[src/rtl/pipelined_multiplier_pkg.sv]
// Shared defaults and elaboration helpers for the pipelined shift-and-add multiplier.
package pipelined_multiplier_pkg;

  localparam int DefaultWidth        = 8;
  localparam int DefaultBitsPerStage = 1;

  // Number of accumulate stages; guarded so an illegal zero step still elaborates far
  // enough to report the parameter error instead of dividing by zero.
  function automatic int num_stages(int w, int bps);
    if (bps <= 0) begin
      return 1;
    end
    return w / bps;
  endfunction

  // True when the width / step combination describes a buildable pipeline.
  function automatic bit params_legal(int w, int bps);
    return (w >= 2) && (bps >= 1) && (bps <= w) && ((w % bps) == 0);
  endfunction

endpackage

[src/rtl/pipelined_multiplier_stage.sv]
// One accumulate stage: adds the partial product for its slice of |b| and forwards the
// operand magnitudes, sign flag and valid bit. The last stage applies the sign.
module pipelined_multiplier_stage
  import pipelined_multiplier_pkg::*;
#(
  parameter int WIDTH          = DefaultWidth,
  parameter int BITS_PER_STAGE = DefaultBitsPerStage,
  parameter int INDEX          = 1,
  parameter bit LAST           = 1'b0
) (
  input  logic                 clk,
  input  logic                 rst_n,
  input  logic                 adv,
  input  logic                 valid_i,
  input  logic [WIDTH-1:0]     a_i,
  input  logic [WIDTH-1:0]     b_i,
  input  logic                 neg_i,
  input  logic [2*WIDTH-1:0]   acc_i,
  output logic                 valid_o,
  output logic [WIDTH-1:0]     a_o,
  output logic [WIDTH-1:0]     b_o,
  output logic                 neg_o,
  output logic [2*WIDTH-1:0]   acc_o
);

  localparam int AccW = 2 * WIDTH;
  localparam int Lsb  = (INDEX - 1) * BITS_PER_STAGE;

  logic [BITS_PER_STAGE-1:0] digit;
  logic [AccW-1:0]           pp;
  logic [AccW-1:0]           sum;
  logic [AccW-1:0]           acc_d;

  logic                      valid_q;
  logic [WIDTH-1:0]          a_q;
  logic [WIDTH-1:0]          b_q;
  logic                      neg_q;
  logic [AccW-1:0]           acc_q;

  // Partial product for this stage's multiplier digit, then optional final negation.
  always_comb begin
    digit = b_i[Lsb +: BITS_PER_STAGE];
    pp    = AccW'(a_i) * AccW'(digit);
    pp    = pp << Lsb;
    sum   = acc_i + pp;
    acc_d = (LAST && neg_i) ? -sum : sum;
  end

  // Stage register; every field, including bubbles, moves only when the pipe advances.
  always_ff @(posedge clk) begin
    if (!rst_n) begin
      valid_q <= 1'b0;
      a_q     <= '0;
      b_q     <= '0;
      neg_q   <= 1'b0;
      acc_q   <= '0;
    end else if (adv) begin
      valid_q <= valid_i;
      a_q     <= a_i;
      b_q     <= b_i;
      neg_q   <= neg_i;
      acc_q   <= acc_d;
    end
  end

  assign valid_o = valid_q;
  assign a_o     = a_q;
  assign b_o     = b_q;
  assign neg_o   = neg_q;
  assign acc_o   = acc_q;

endmodule

[src/rtl/pipelined_multiplier.sv]
// Fully pipelined shift-and-add multiplier with valid/ready handshake and per-operation
// signed/unsigned mode. Capture stage converts operands to magnitudes; the stage chain
// accumulates BITS_PER_STAGE multiplier bits per cycle.
module pipelined_multiplier
  import pipelined_multiplier_pkg::*;
#(
  parameter int WIDTH          = DefaultWidth,
  parameter int BITS_PER_STAGE = DefaultBitsPerStage
) (
  input  logic               clk,
  input  logic               rst_n,
  input  logic               in_valid,
  output logic               in_ready,
  input  logic [WIDTH-1:0]   in_a,
  input  logic [WIDTH-1:0]   in_b,
  input  logic               in_signed,
  output logic               out_valid,
  input  logic               out_ready,
  output logic [2*WIDTH-1:0] out_product
);

  localparam int STAGES = num_stages(WIDTH, BITS_PER_STAGE);
  localparam int AccW   = 2 * WIDTH;

  if (!params_legal(WIDTH, BITS_PER_STAGE)) begin : g_bad_params
    $error("pipelined_multiplier: WIDTH=%0d BITS_PER_STAGE=%0d is not a legal combination",
           WIDTH, BITS_PER_STAGE);
  end

  logic             adv;
  logic [WIDTH-1:0] abs_a;
  logic [WIDTH-1:0] abs_b;
  logic             neg_d;

  logic             cap_valid_q;
  logic [WIDTH-1:0] cap_a_q;
  logic [WIDTH-1:0] cap_b_q;
  logic             cap_neg_q;

  logic             valid_s [1:STAGES];
  logic [WIDTH-1:0] a_s     [1:STAGES];
  logic [WIDTH-1:0] b_s     [1:STAGES];
  logic             neg_s   [1:STAGES];
  logic [AccW-1:0]  acc_s   [1:STAGES];

  // Whole pipe moves in lockstep whenever the output slot is empty or being drained.
  assign adv         = !out_valid | out_ready;
  assign in_ready    = adv & rst_n;
  assign out_valid   = valid_s[STAGES];
  assign out_product = out_valid ? acc_s[STAGES] : '0;

  // Operand magnitudes and result sign; -(2^(W-1)) still fits as an unsigned magnitude.
  always_comb begin
    abs_a = (in_signed && in_a[WIDTH-1]) ? -in_a : in_a;
    abs_b = (in_signed && in_b[WIDTH-1]) ? -in_b : in_b;
    neg_d = in_signed & (in_a[WIDTH-1] ^ in_b[WIDTH-1]);
  end

  // Capture stage register; in_ready is 1 whenever adv is 1 outside reset.
  always_ff @(posedge clk) begin
    if (!rst_n) begin
      cap_valid_q <= 1'b0;
      cap_a_q     <= '0;
      cap_b_q     <= '0;
      cap_neg_q   <= 1'b0;
    end else if (adv) begin
      cap_valid_q <= in_valid;
      cap_a_q     <= abs_a;
      cap_b_q     <= abs_b;
      cap_neg_q   <= neg_d;
    end
  end

  for (genvar g = 1; g <= STAGES; g++) begin : g_stage
    logic             valid_in;
    logic [WIDTH-1:0] a_in;
    logic [WIDTH-1:0] b_in;
    logic             neg_in;
    logic [AccW-1:0]  acc_in;

    if (g == 1) begin : g_first
      assign valid_in = cap_valid_q;
      assign a_in     = cap_a_q;
      assign b_in     = cap_b_q;
      assign neg_in   = cap_neg_q;
      assign acc_in   = '0;
    end else begin : g_rest
      assign valid_in = valid_s[g-1];
      assign a_in     = a_s[g-1];
      assign b_in     = b_s[g-1];
      assign neg_in   = neg_s[g-1];
      assign acc_in   = acc_s[g-1];
    end

    pipelined_multiplier_stage #(
      .WIDTH          (WIDTH),
      .BITS_PER_STAGE (BITS_PER_STAGE),
      .INDEX          (g),
      .LAST           (g == STAGES)
    ) u_stage (
      .clk     (clk),
      .rst_n   (rst_n),
      .adv     (adv),
      .valid_i (valid_in),
      .a_i     (a_in),
      .b_i     (b_in),
      .neg_i   (neg_in),
      .acc_i   (acc_in),
      .valid_o (valid_s[g]),
      .a_o     (a_s[g]),
      .b_o     (b_s[g]),
      .neg_o   (neg_s[g]),
      .acc_o   (acc_s[g])
    );
  end

endmodule

[config.mk]
export PLATFORM = sky130hd
export DESIGN_NAME = pipelined_multiplier
export DESIGN_NICKNAME = d
export VERILOG_FILES = /design/src/rtl/pipelined_multiplier_pkg.sv /design/src/rtl/pipelined_multiplier_stage.sv /design/src/rtl/pipelined_multiplier.sv
export SDC_FILE = /design/constraint.sdc
export NUM_CORES = 1
export LEC_CHECK = 0
export BUFFER_PORTS_ARGS = -buffer_cell sky130_fd_sc_hd__buf_2
export CORE_AREA = 3 3 129 156
export DETAILED_ROUTE_END_ITERATION = 6
export DIE_AREA = 0 0 132 159
export GPL_ROUTABILITY_DRIVEN = 0
export PLACE_DENSITY = 0.7
export SYNTH_ARGS = -nofsm -noshare
export SYNTH_HDL_FRONTEND = slang
export SYNTH_SLANG_ARGS = --single-unit
[constraint.sdc]
create_clock -name clk -period 3.55 [get_ports clk]
set_input_delay 0.355 -clock clk [delete_from_list [all_inputs] [get_ports clk]]
set_output_delay 0.355 -clock clk [all_outputs]
set_load 0.05 [all_outputs]
==> metrics.yaml <==
clock_network:
  clk_latency_ns: 0.51
  cts_max_level: 1
  hold_buffers: 0
  clockRootBuffer: "clkbuf_16"
  cts_setup_buffers: 0
  post_cts_resized: 0
  cts_buffers: 24
  clk_path_buf_depth: 3
  tritoncts: "done"
  cts_sinks: 216
  path_clk_slew_ns: 0.06
drt:
  wirelength_mm: 21.2
  wl_per_cell_um: 13.4
  postRouteAntennaNets: 0
  drt_first_pass_iters: 6
  drc: 0
  vias: 8483
  drtIter0Drc: 387
  via_per_inst: 5.37
power_and_ir_drop:
  p_sw_share_pct: 21.4
  p_clk_share_pct: 48.4
  peakVddDrop_v: 0.000400
  pwr-share-comb_pct: 3.0
  power_density_nw_per_um2: 444
  seqPwrFrac_pct: 48.6
  power.leakage_nw: 4.74
  switchingPower_mw: 1.10
  intPower_mw: 4.04
sta:
  min_period_ns: 2.94
  hold_viol: 0
  fmax_mhz: 340
  tightest_slew_ns: 0.832
  fin_crit_sh_pct: 82.9
  setup_viol_count_final: 0
  slew_headroom_pct: 44.4
  hold_slack_ns: 0.0825
  tns_ns: 0
  drv_slew: 0
  rsz0062_at_grt: "no"
  fin_worst_skew_ns: 0.0168
  worst_slack_ns: 0.607
yosys:
  seq_area_frac_synth_pct: 41.5
  yosys_warnings: 0
  synth_area_sq_um: 10400
  postSynth.asyncResetShare_pct: 0
  synth_edf_count: 0
  synth_top_cell_by_area: "dfxtp_1"
  syn_inst: 1306
  netlist.area_leader.share_pct: 41.5
  ys_ff_latch: 216
  syn-num-nets: 1392
  synth_cell_type_count: 56
  ys.flop_type: "dfxtp_1"
  syn_area_per_cell_sq_um: 7.97
  synth_area_leaders: "dfxtp_1 (42%), nand2_1 (12%), a21oi_1 (8.8%), ha_1 (7.0%), and2_1 (3.8%)"
worst_setup_path:
  end_kind: "flip-flop"
  required_ns: 3.99
  crit_path_max_fanout: 9
  arrival_ns: 3.39
  crit_path_top_delay_cell: "or4_4"
  slowest_delay_ns: 0.52
  start_kind: "flip-flop"
  crit_chain: "and2_1, ha_1, fa_1, or4_4, or3_4, o31ai_2, and3_1, o21ai_1, a21oi_1"
  r2r_cells: 9
  worstSetupPathType: "reg -> reg"
place:
  detailed_place_hpwl_mm: 14.3
  place_area_sq_um: 10700
  dpl.cell_count: 1537
  dp_worst_setup_slack_ns: 0.606
  portBuffers: 38
grt:
  grt_pass1_wl_mm: 36.4
  grt_usage_pct: 19.9
  grt_max_degree: 110
  antenna_found_initial: 0
  grt_pass1_vias: 8055
  grt.overflow.total: 0
floorplanning:
  die-width_um: 132
  core_sq_um: 18800
  start_util_pct: 55.4
  ios: 39
  die_h_um: 159
  core.rowCount: 55
  die_area_sq_um: 21000
cells_and_area:
  diodes: 0
  drive_gt1_share_pct: 8.30
  finalNetCount: 1393
  postLayoutCellArea_sq_um: 11600
  area_growth_pct: 11.0
  fin_cells: 1581
outcome:
  status: "finished clean"
worst_hold_path:
  hold_path.class: "in -> reg"
  holdPathStages: 3
flow_run:
  maxCapViolCount: 0
## synthesized netlist by cell type (3+ instances only)
cell / number
nand2_1: 322
dfxtp_1: 216
a21oi_1: 184
and2_1: 64
clkbuf_1: 64
ha_1: 58
nor2_1: 55
nand3_1: 44
inv_1: 37
xor2_1: 31
a211oi_1: 23
o21ai_0: 22
o21ai_1: 22
a21o_1: 20
xnor2_1: 17
nor2b_1: 10
nor3_1: 10
or3_1: 9
buf_1: 8
fa_1: 7
nand2b_1: 7
a311oi_1: 6
and3_1: 6
o211ai_1: 6
a31oi_1: 5
nand4b_1: 5
a2111oi_0: 4
o21bai_1: 4
clkbuf_8: 3
nor3b_1: 3
o31ai_1: 3
## sequential cells by signal, summed over array words and instances (netlist names)
signal	flops
cap_neg_q	1
g_stage.u_stage.a_o	56
g_stage.u_stage.acc_o	99
g_stage.u_stage.valid_o	8
cap_a_q	8
g_stage.u_stage.b_o	28
cap_b_q	8
g_stage.u_stage.neg_o	7
cap_valid_q	1
## final timing paths
path	start	to	slack, ns
setup / recovery	g_stage[7].u_stage.b_o[7]$_SDFFE_PN0N_	g_stage[8].u_stage.acc_o[14]$_SDFFE_PN0N_	0.61
setup reg to reg	g_stage[7].u_stage.b_o[7]$_SDFFE_PN0N_	g_stage[8].u_stage.acc_o[14]$_SDFFE_PN0N_	0.61
hold reg to reg	g_stage[4].u_stage.acc_o[3]$_SDFFE_PN0N_	g_stage[5].u_stage.acc_o[3]$_SDFFE_PN0N_	0.45
hold / removal	in_valid	cap_valid_q$_SDFFE_PN0N_	0.08
## critical path: cells and delay by family (launching register included)
| family | cells | cell delay [ns] |
|---|---|---|
| compound gates | 3 | 0.53 |
| flops | 1 | 0.42 |
| fa+ha+maj | 2 | 0.68 |
| simple gates | 4 | 1.24 |
## stage by stage
| step | utilization, % | total power [mW] |
|---|---|---|
| 2_1_floorplan | - | 2.64 |
| 3_3_place_gp | 57.2 | 2.70 |
| 3_5_place_dp | 57.2 | 2.70 |
| 4_1_cts | 61.5 | 5.19 |
| 5_1_grt | 61.5 | 5.30 |
| 6_report | 61.5 | 5.13 |
## cell families (layout without fill, tap and decap cells)
kind of cell               Yosys count  count (layout)  share of synthesized area [%]
xor gates and xnor gates            48              48                           4.04
adders and majority gates           65              65                           8.32
buffers and inverters              117             136                           4.77
and+or+nand+nor                    543             543                           23.3
AOI/OAI and AO/OA                  316             316                           17.9
DFF                                216             216                           41.5
muxes                                1               1                         0.0962
## cells in the final DEF, fill, tap and decap left out, drive strengths merged, types with 2 or more instances in the layout
master     n
o31ai      5
o41ai      2
a21oi    184
xor2      31
a31oi      5
nor3      10
o21ai     44
fa         7
nor2      58
o211ai     6
clkinv     8
ha        58
clkbuf    34
o2111ai    3
a311oi     6
o21a       3
xnor2     17
a2111oi    4
and3       6
inv       38
or3       11
and2      64
nand3     44
nand2b     7
nor3b      3
nor2b     10
dfxtp    216
nand2    322
bufinv     2
o21bai     4
a211oi    24
a21o      20
buf       54
nand4b     5
## layout make-up
class | instances | area (sq um)
flip-flops and latches | 216 | 4320
clock inverters | 10 | 115
fillers | 1738 | 7230
clock buffers | 34 | 698
well taps | 256 | 320
inverters | 38 | 148
multi-input cells | 973 | 5600
repair buffers | 54 | 348
## layer usage
layer | global-route usage [%] | up-vias | routed length, um | part of all wire [%]
li1 | - | 4412 | - | -
met1 | 24.7 | 3961 | 9440 | 44
met2 | 36.3 | 82 | 10800 | 51
met3 | 2.72 | 28 | 571 | 2.7
met4 | 5.35 | 0 | 381 | 1.8
met5 | 0 | - | 0 | 0
## power groups by stage
| stage | sequential (mW) | clock (mW) | combinational (mW) |
|---|---|---|---|
| 3_5_place_dp | 2.55 | 0 | 0.153 |
| 4_1_cts | 2.49 | 2.54 | 0.155 |
| 5_1_grt | 2.50 | 2.63 | 0.173 |
| 6_report | 2.49 | 2.49 | 0.153 |
| 3_3_place_gp | 2.55 | 0 | 0.150 |
| 2_1_floorplan | 2.53 | 0 | 0.108 |
Note: power is estimated with default switching activity, not from simulation.
